### src/rtl/pipe_hazard_ctrl.sv
// pipe_hazard_ctrl: load-use stall, branch flush and data-memory wait control for a 5-stage pipeline
module pipe_hazard_ctrl #(
    parameter int TIMEOUT = 16,
    parameter int CNT_W   = 16
) (
    input  logic             clk,
    input  logic             rst_n,
    input  logic [4:0]       id_rs,
    input  logic [4:0]       id_rt,
    input  logic             id_uses_rt,
    input  logic             ex_mem_read,
    input  logic [4:0]       ex_rt,
    input  logic             mem_branch_taken,
    input  logic             mem_access,
    input  logic             dmem_ready,
    output logic             pc_write,
    output logic             if_id_write,
    output logic             if_id_flush,
    output logic             id_ex_bubble,
    output logic             ex_mem_bubble,
    output logic             pipe_freeze,
    output logic             mem_timeout,
    output logic [CNT_W-1:0] stall_cnt,
    output logic [CNT_W-1:0] flush_cnt
);
    localparam int WW = (TIMEOUT > 1) ? $clog2(TIMEOUT) : 1;

    typedef enum logic [1:0] {RUN = 2'd0, WAIT = 2'd1, ERR = 2'd2} state_t;

    state_t        state, state_nx;
    logic [WW-1:0] wait_cnt, wait_cnt_nx;
    logic          load_use, mem_wait, wait_last;

    assign load_use  = ex_mem_read & (ex_rt != 5'd0) &
                       ((ex_rt == id_rs) | (id_uses_rt & (ex_rt == id_rt)));
    assign mem_wait  = mem_access & ~dmem_ready;
    assign wait_last = wait_cnt == WW'(TIMEOUT - 1);

    // state register and wait counter; reset drops any wait in progress or a latched error
    always_ff @(posedge clk or negedge rst_n) begin
        if (!rst_n) begin
            state    <= RUN;
            wait_cnt <= '0;
        end else begin
            state    <= state_nx;
            wait_cnt <= wait_cnt_nx;
        end
    end

    // next state: WAIT counts cycles until ready, or gives up into terminal ERR
    always_comb begin
        state_nx    = state;
        wait_cnt_nx = wait_cnt;
        case (state)
            RUN: begin
                state_nx    = mem_wait ? WAIT : RUN;
                wait_cnt_nx = '0;
            end
            WAIT: begin
                if (dmem_ready) begin
                    state_nx    = RUN;
                    wait_cnt_nx = '0;
                end else if (wait_last) begin
                    state_nx    = ERR;
                    wait_cnt_nx = '0;
                end else begin
                    wait_cnt_nx = wait_cnt + 1'b1;
                end
            end
            ERR: begin
                state_nx    = ERR;
                wait_cnt_nx = '0;
            end
            default: begin
                state_nx    = RUN;
                wait_cnt_nx = '0;
            end
        endcase
    end

    // pipeline controls by priority: error, memory wait, taken branch, load-use, normal
    always_comb begin
        pc_write      = 1'b0;
        if_id_write   = 1'b0;
        if_id_flush   = 1'b0;
        id_ex_bubble  = 1'b0;
        ex_mem_bubble = 1'b0;
        pipe_freeze   = 1'b0;
        mem_timeout   = 1'b0;
        if (!rst_n) begin
            pc_write = 1'b0;
        end else if (state == ERR) begin
            pipe_freeze = 1'b1;
            mem_timeout = 1'b1;
        end else if (mem_wait) begin
            pipe_freeze = 1'b1;
        end else if (mem_branch_taken) begin
            pc_write      = 1'b1;
            if_id_write   = 1'b1;
            if_id_flush   = 1'b1;
            id_ex_bubble  = 1'b1;
            ex_mem_bubble = 1'b1;
        end else if (load_use) begin
            id_ex_bubble = 1'b1;
        end else begin
            pc_write    = 1'b1;
            if_id_write = 1'b1;
        end
    end

    // saturating counters of stall cycles and branch flushes
    always_ff @(posedge clk or negedge rst_n) begin
        if (!rst_n) begin
            stall_cnt <= '0;
            flush_cnt <= '0;
        end else begin
            if (!pc_write && stall_cnt != {CNT_W{1'b1}})
                stall_cnt <= stall_cnt + 1'b1;
            if (if_id_flush && flush_cnt != {CNT_W{1'b1}})
                flush_cnt <= flush_cnt + 1'b1;
        end
    end
endmodule

### config.mk
export PLATFORM = sky130hd
export DESIGN_NAME = pipe_hazard_ctrl
export DESIGN_NICKNAME = d
export VERILOG_FILES = /design/src/rtl/pipe_hazard_ctrl.sv
export SDC_FILE = /design/constraint.sdc
export NUM_CORES = 1
export LEC_CHECK = 0
export CAP_MARGIN = 0
export CORE_UTILIZATION = 50
export CTS_CLUSTER_DIAMETER = 30
export DETAILED_ROUTE_END_ITERATION = 8
export GPL_ROUTABILITY_DRIVEN = 0
export PLACE_DENSITY = 0.85
export SLEW_MARGIN = 20
export SYNTH_ARGS = -nofsm -noshare
export SYNTH_HDL_FRONTEND = slang
export SYNTH_SLANG_ARGS = --single-unit
### constraint.sdc
create_clock -name clk -period 5.19 [get_ports clk]
set_input_delay 1.557 -clock clk [delete_from_list [all_inputs] [get_ports clk]]
set_output_delay 1.557 -clock clk [all_outputs]
set_load 0.05 [all_outputs]
# --- Word level (Yosys, flattened, before mapping) ---
# Cells that the tools add are included.
totals:
  reg_bits: 38
  in_bits: 22
  out_inout_bits: 39
  elab_cells: 52
classes:
  n_addsub: 3
  n_eq_ne: 8
  n_mux: 26
  n_bitwise: 6
  reduce_logical: 5
ops:
  columns: ["operator", "n"]
  rows:
  - ["$add 16x1->16 const B", 2]
  - ["$ne 16x16->1 const B", 2]
  - ["$mux 1", 20]
  - ["$mux 4", 3]
  - ["$eq 5x5->1", 2]
  - ["$pmux 2 s3", 1]
  - ["$reduce_bool 5->1", 1]
  - ["$add 4x1->4 const B", 1]
  - ["$and 1x1->1", 4]
  - ["$eq 4x4->1 const B", 1]
  - ["$mux 2", 2]
  - ["$ne 3x3->1 const B", 1]
  - ["$eq 2x1->1 const B", 1]
  - ["$eq 2x2->1 const B", 1]
  - ["$logic_and 1x1->1", 2]
  - ["$logic_not 2->1", 1]
  - ["$logic_not 1->1", 1]
  - ["$not 1->1", 1]
  - ["$or 1x1->1", 1]

# --- Depth between registers and ports, before layout ---
logic_depth:
  ltp_word: 11
  mapped_depth: 8
  depth_no_buf: 7

# --- Worst setup path before layout ---
# OpenSTA, ideal clock, no wires.
synth_path:
  kind: "input-to-output"
  startpoint: "input port ex_rt[1]"
  endpoint: "output port pc_write"
  t_arrival_ns: 3.027
  required_time_ns: 3.633
  setup_slack_ns: 0.606
  path_stages: 4
  path_cell_list: "or4_1 -> o21ai_2 -> o31a_1 -> buf_4"
synth_between:
  elab_chain_cells: 9
  word_cells_on_any_way: 12
synth_rtl:
  columns: ["element", "line_no", "text"]
  rows:
  - ["start: declaration", "12", "input logic [4:0] ex_rt,"]
  - ["$eq 5x5->1", "35", "((ex_rt == id_rs) | (id_uses_rt & (ex_rt == id_rt)));"]
  - ["$and 1x1->1", "35", null]
  - ["$or 1x1->1", "35", null]
  - ["$and 1x1->1 (*)", "34", "assign load_use = ex_mem_read & (ex_rt != 5'd0) &"]
  - ["$mux 1 (*) (5 in a row)", null, null]
  - ["end: declaration", "16", "output logic pc_write,"]
# Mark *: on every way between the ends. The rest lies on a longest branch, timed or not.

# --- Worst setup path after layout ---
layout_path:
  startpoint: "input port ex_rt[4]"
  endpoint: "output port pc_write"
layout_between:
  elab_chain_cells: 9
  word_cells_on_any_way: 12
layout_rtl:
  columns: ["element", "line_no", "text"]
  rows:
  - ["$eq 5x5->1", "35", null]
  - ["$and 1x1->1", "35", null]
  - ["$or 1x1->1", "35", null]
  - ["$and 1x1->1 (*)", "34", null]
  - ["$mux 1 (*)", "103", "end else if (load_use) begin"]
  - ["$mux 1 (*)", "97", "end else if (mem_branch_taken) begin"]
  - ["$mux 1 (*)", "95", "end else if (mem_wait) begin"]
  - ["$mux 1 (*)", "92", "end else if (state == ERR) begin"]
  - ["$mux 1 (*)", "90", "if (!rst_n) begin"]
# Marked as above.

==> metrics.md <==
| Metric | Value |
|---|---|
| CTS sink count | 38 |
| Die Y | 64.8 um |
| Hold depth | 1 |
| Least-Margin Pin Slew | about 770 ps |
| Worst-Skew Late Latency | ~290 ps |
| Critical path's top delay family | buffers and inverters |
| DRT antenna net count | 0 |
| Hold Vio Cnt, Final | 0 |
| Period utilization | between 90% and 100% |
| Run status | completed |
| Chip Width | 64.8 um |
| Largest net degree at the start of global routing | between 40 and 50 |
| Clk slew on worst S/H paths | 60 ps |
| Number of global-route vias before repair | 1,550 |
| Post-synth EDFFs | 0 |
| Critical Path Max Stage Delay | 480 ps |
| Crit Path Max Fanout | 3 |
| CTS tree | yes |
| H-Tree Depth | 2 |
| Netlist cell types | 37 |
| 1st-pass router iterations | 4 |
| PwrDens | roughly 380 mW/mm^2 |
| Unrepaired setup endpoints after global routing | false |
| IO Port Bufs | 60 |
| Total overflow reported by the global router | 0 |
| CTS root buf | clkbuf_8 |
| # nets final | roughly 280 |
| Setup Crit Path Kind | input pin to output port |
| Critical path capture point type | output port |
| Register area | ~950 um^2 |
| Startpoint types | input pin |
| Syn Std Cell Area | just under 0.002 mm^2 |
| Count of antenna diodes in the layout | 0 |
| Worst r2r src | stall_cnt[0] |
| Dominant synthesized flop cell | dfrtp_1 |
| CTS resizes | 0 |
| Max Cap Viol | 0 |
| Layout cells sized above 1 | under 10% |
| Hold/Removal Path Class | register to register |
| Core area | 0.00372 mm^2 |
| Tmin final | 4920 ps |
| Total Power | 1.05 mW |
| Slew Limit Fails | 0 |
| 1st-iter DRT viols | 36 |
| Worst-path cell chain | clkdlybuf4s50_1 > xor2_1 > nor4_2 > a32oi_1 > o31a_1 > buf_12 |
| Register area share after synthesis | 48.3% |
| WP buf/inv | 2 |
| Final HPWL DP | 3070 um |
| Post-Syn Instances | 185 |
| Vias per Instance | 5.34 |
| Post-CTS setup buffers | 0 |
| Routed vias | 1,598 |
| First-pass GRT wire length | 7030 um |
| Hold-fix buffers at CTS | 0 |
| Syn_nets | 210 |
| Setup TNS | 0 ps |
| Fillers | 279 |
| Asr flop ratio synth | 100% |
| Yosys reg bits | 38 |
| Slew margin rel. | 48.6% |
| Skew final | around 7 ps |
| YS warnings | 0 |
| Max Fclk | 0.203 GHz |
| WHS Endpoint | wait_cnt[0] |
| Layout-stage area growth over the synthesis result | 38.2% |
| I/O pin total | slightly above 60 |
| Max VDD drop | 0.000353 V |
| Die area | 0.00419 mm^2 |
| Multi-input logic area | 955 um^2 |
| Pleak | about 1.2 nW |
| Worst reg2reg setup slack | approximately 3100 ps |
| Per-cell routed wire length | 13.8 um |
| Initial antenna violation count | 0 |
| Max Root-Sink Buffers | 2 |
| DRC viols | 0 |
| CP Data Arrival Time | between 3000 and 4000 ps |
| Hold_sp | wait_cnt[0] |
| Post-Route WL | 4140 um |
| Rows | 22 |
| Setup Viol. Count Final | 0 |
| Reg-to-Reg End | stall_cnt[1] |
| R2R depth | 6 |
| Initial Util | 53.0% |
| Critical Path RT | 3630 ps |
| Total CTS buffers | 5 |
| Avg Inst Size Synth | 10.6 um^2 |
| Critical-path top delay cell | clkdlybuf4s50_1 |
| GR Util All Layers | 22.4% |
-- sequential cells by signal, summed over array words and instances (netlist names) --
register,cells
flush_cnt,16
wait_cnt,4
stall_cnt,16
state,2
-- where the power goes --
part           internal (mW)  leakage (nW)  switching [mW]  total, mW
clock                  0.107        0.0482          0.0982      0.205
sequential             0.347         0.488          0.0710      0.418
combinational          0.158         0.650           0.265      0.423
-- per-stage QoR --
| stage | instances | utilization [%] | hold WS, ps | instance area (um^2) | setup WS (ps) |
|---|---|---|---|---|---|
| 6_report | 299 | 73.3 | 468 | 2720 | 271 |
| 5_1_grt | 299 | 73.3 | 498 | 2720 | 186 |
| 4_1_cts | 299 | 73.3 | 468 | 2720 | 272 |
| 3_5_place_dp | 291 | 70.8 | 459 | 2630 | 283 |
| 3_3_place_gp | 291 | 70.8 | 457 | 2630 | 345 |
| 2_1_floorplan | 185 | - | 432 | 1970 | 606 |
-- area by class of cell --
type | instances | share of cell area, %
clock buffers | 7 | 3.17
clock inverters | 1 | 0.184
inverters | 10 | 1.38
multi-input cells | 134 | 35.1
flip-flops and latches | 38 | 34.9
well taps | 48 | 2.21
repair buffers | 61 | 23.1
-- worst max path at each step --
| stage | from | to | cells after the start | slack [ps] |
|---|---|---|---|---|
| after detailed placement | ex_rt[4] | pc_write | 6 | 280 |
| final | ex_rt[4] | pc_write | 6 | 270 |
| after global routing | ex_rt[4] | pc_write | 6 | 190 |
| after CTS | ex_rt[4] | pc_write | 6 | 270 |
| after floorplan | ex_rt[1] | pc_write | 4 | 610 |
| after global placement | ex_rt[4] | pc_write | 6 | 350 |
-- cell usage in the layout (no fill, tap or decap), drive strengths merged, types with 2 or more instances in the layout --
master	count
and4	2
nand3	9
and3	4
and2	2
o21ai	4
xnor2	26
clkdlybuf4s50	54
inv	10
nand2	13
clkbuf	7
nor2	15
dfrtp	38
nand4	18
xor2	15
nor4	4
nand2b	2
buf	7
nor3	3
ha	3
-- layer usage --
| layer | GRT usage [%] | vias up | share of wire [%] |
|---|---|---|---|
| met5 | 0 | - | 0 |
| met4 | 10.3 | 0 | 1.8 |
| met3 | 6.16 | 7 | 7.1 |
| met2 | 35.9 | 49 | 46 |
| met1 | 27.9 | 769 | 45 |
| li1 | - | 773 | - |
-- cells by family (layout without fill, tap and decap cells) --
kind of cell	count (synthesis)	in the layout	share of synthesized area (%)
muxes	1	1	0.572
buffers and inverters	13	79	3.24
AOI/OAI and AO/OA	13	13	5.40
DFF	38	38	48.3
xor gates and xnor gates	41	41	18.2
adders and majority gates	3	3	1.91
and+or+nand+nor	76	76	22.4
-- worst register-to-register path: cells and delay by family (launching register included) --
kind	cells	cell delay (ps)
fa+ha+maj	1	250
compound gates	1	370
mux	1	380
simple gates	3	580
flops	1	430
-- synthesized netlist by cell type (2+ instances only) --
library cell  count  area, um^2
and4_1            2        17.5
nand3_1           9        45.0
nand2b_1          2        12.5
xor2_1           15         131
nor3_1            3        15.0
nor4_2            2        25.0
o21ai_0           2        10.0
nand4_1          17         106
nand2_1          13        48.8
buf_4             2        15.0
inv_1            10        37.5
nor2_1           15        56.3
dfrtp_1          38         951
and2_1            2        12.5
xnor2_1          26         228
and3_1            4        25.0
ha_1              3        37.5
(Power assumes the default switching activity.)
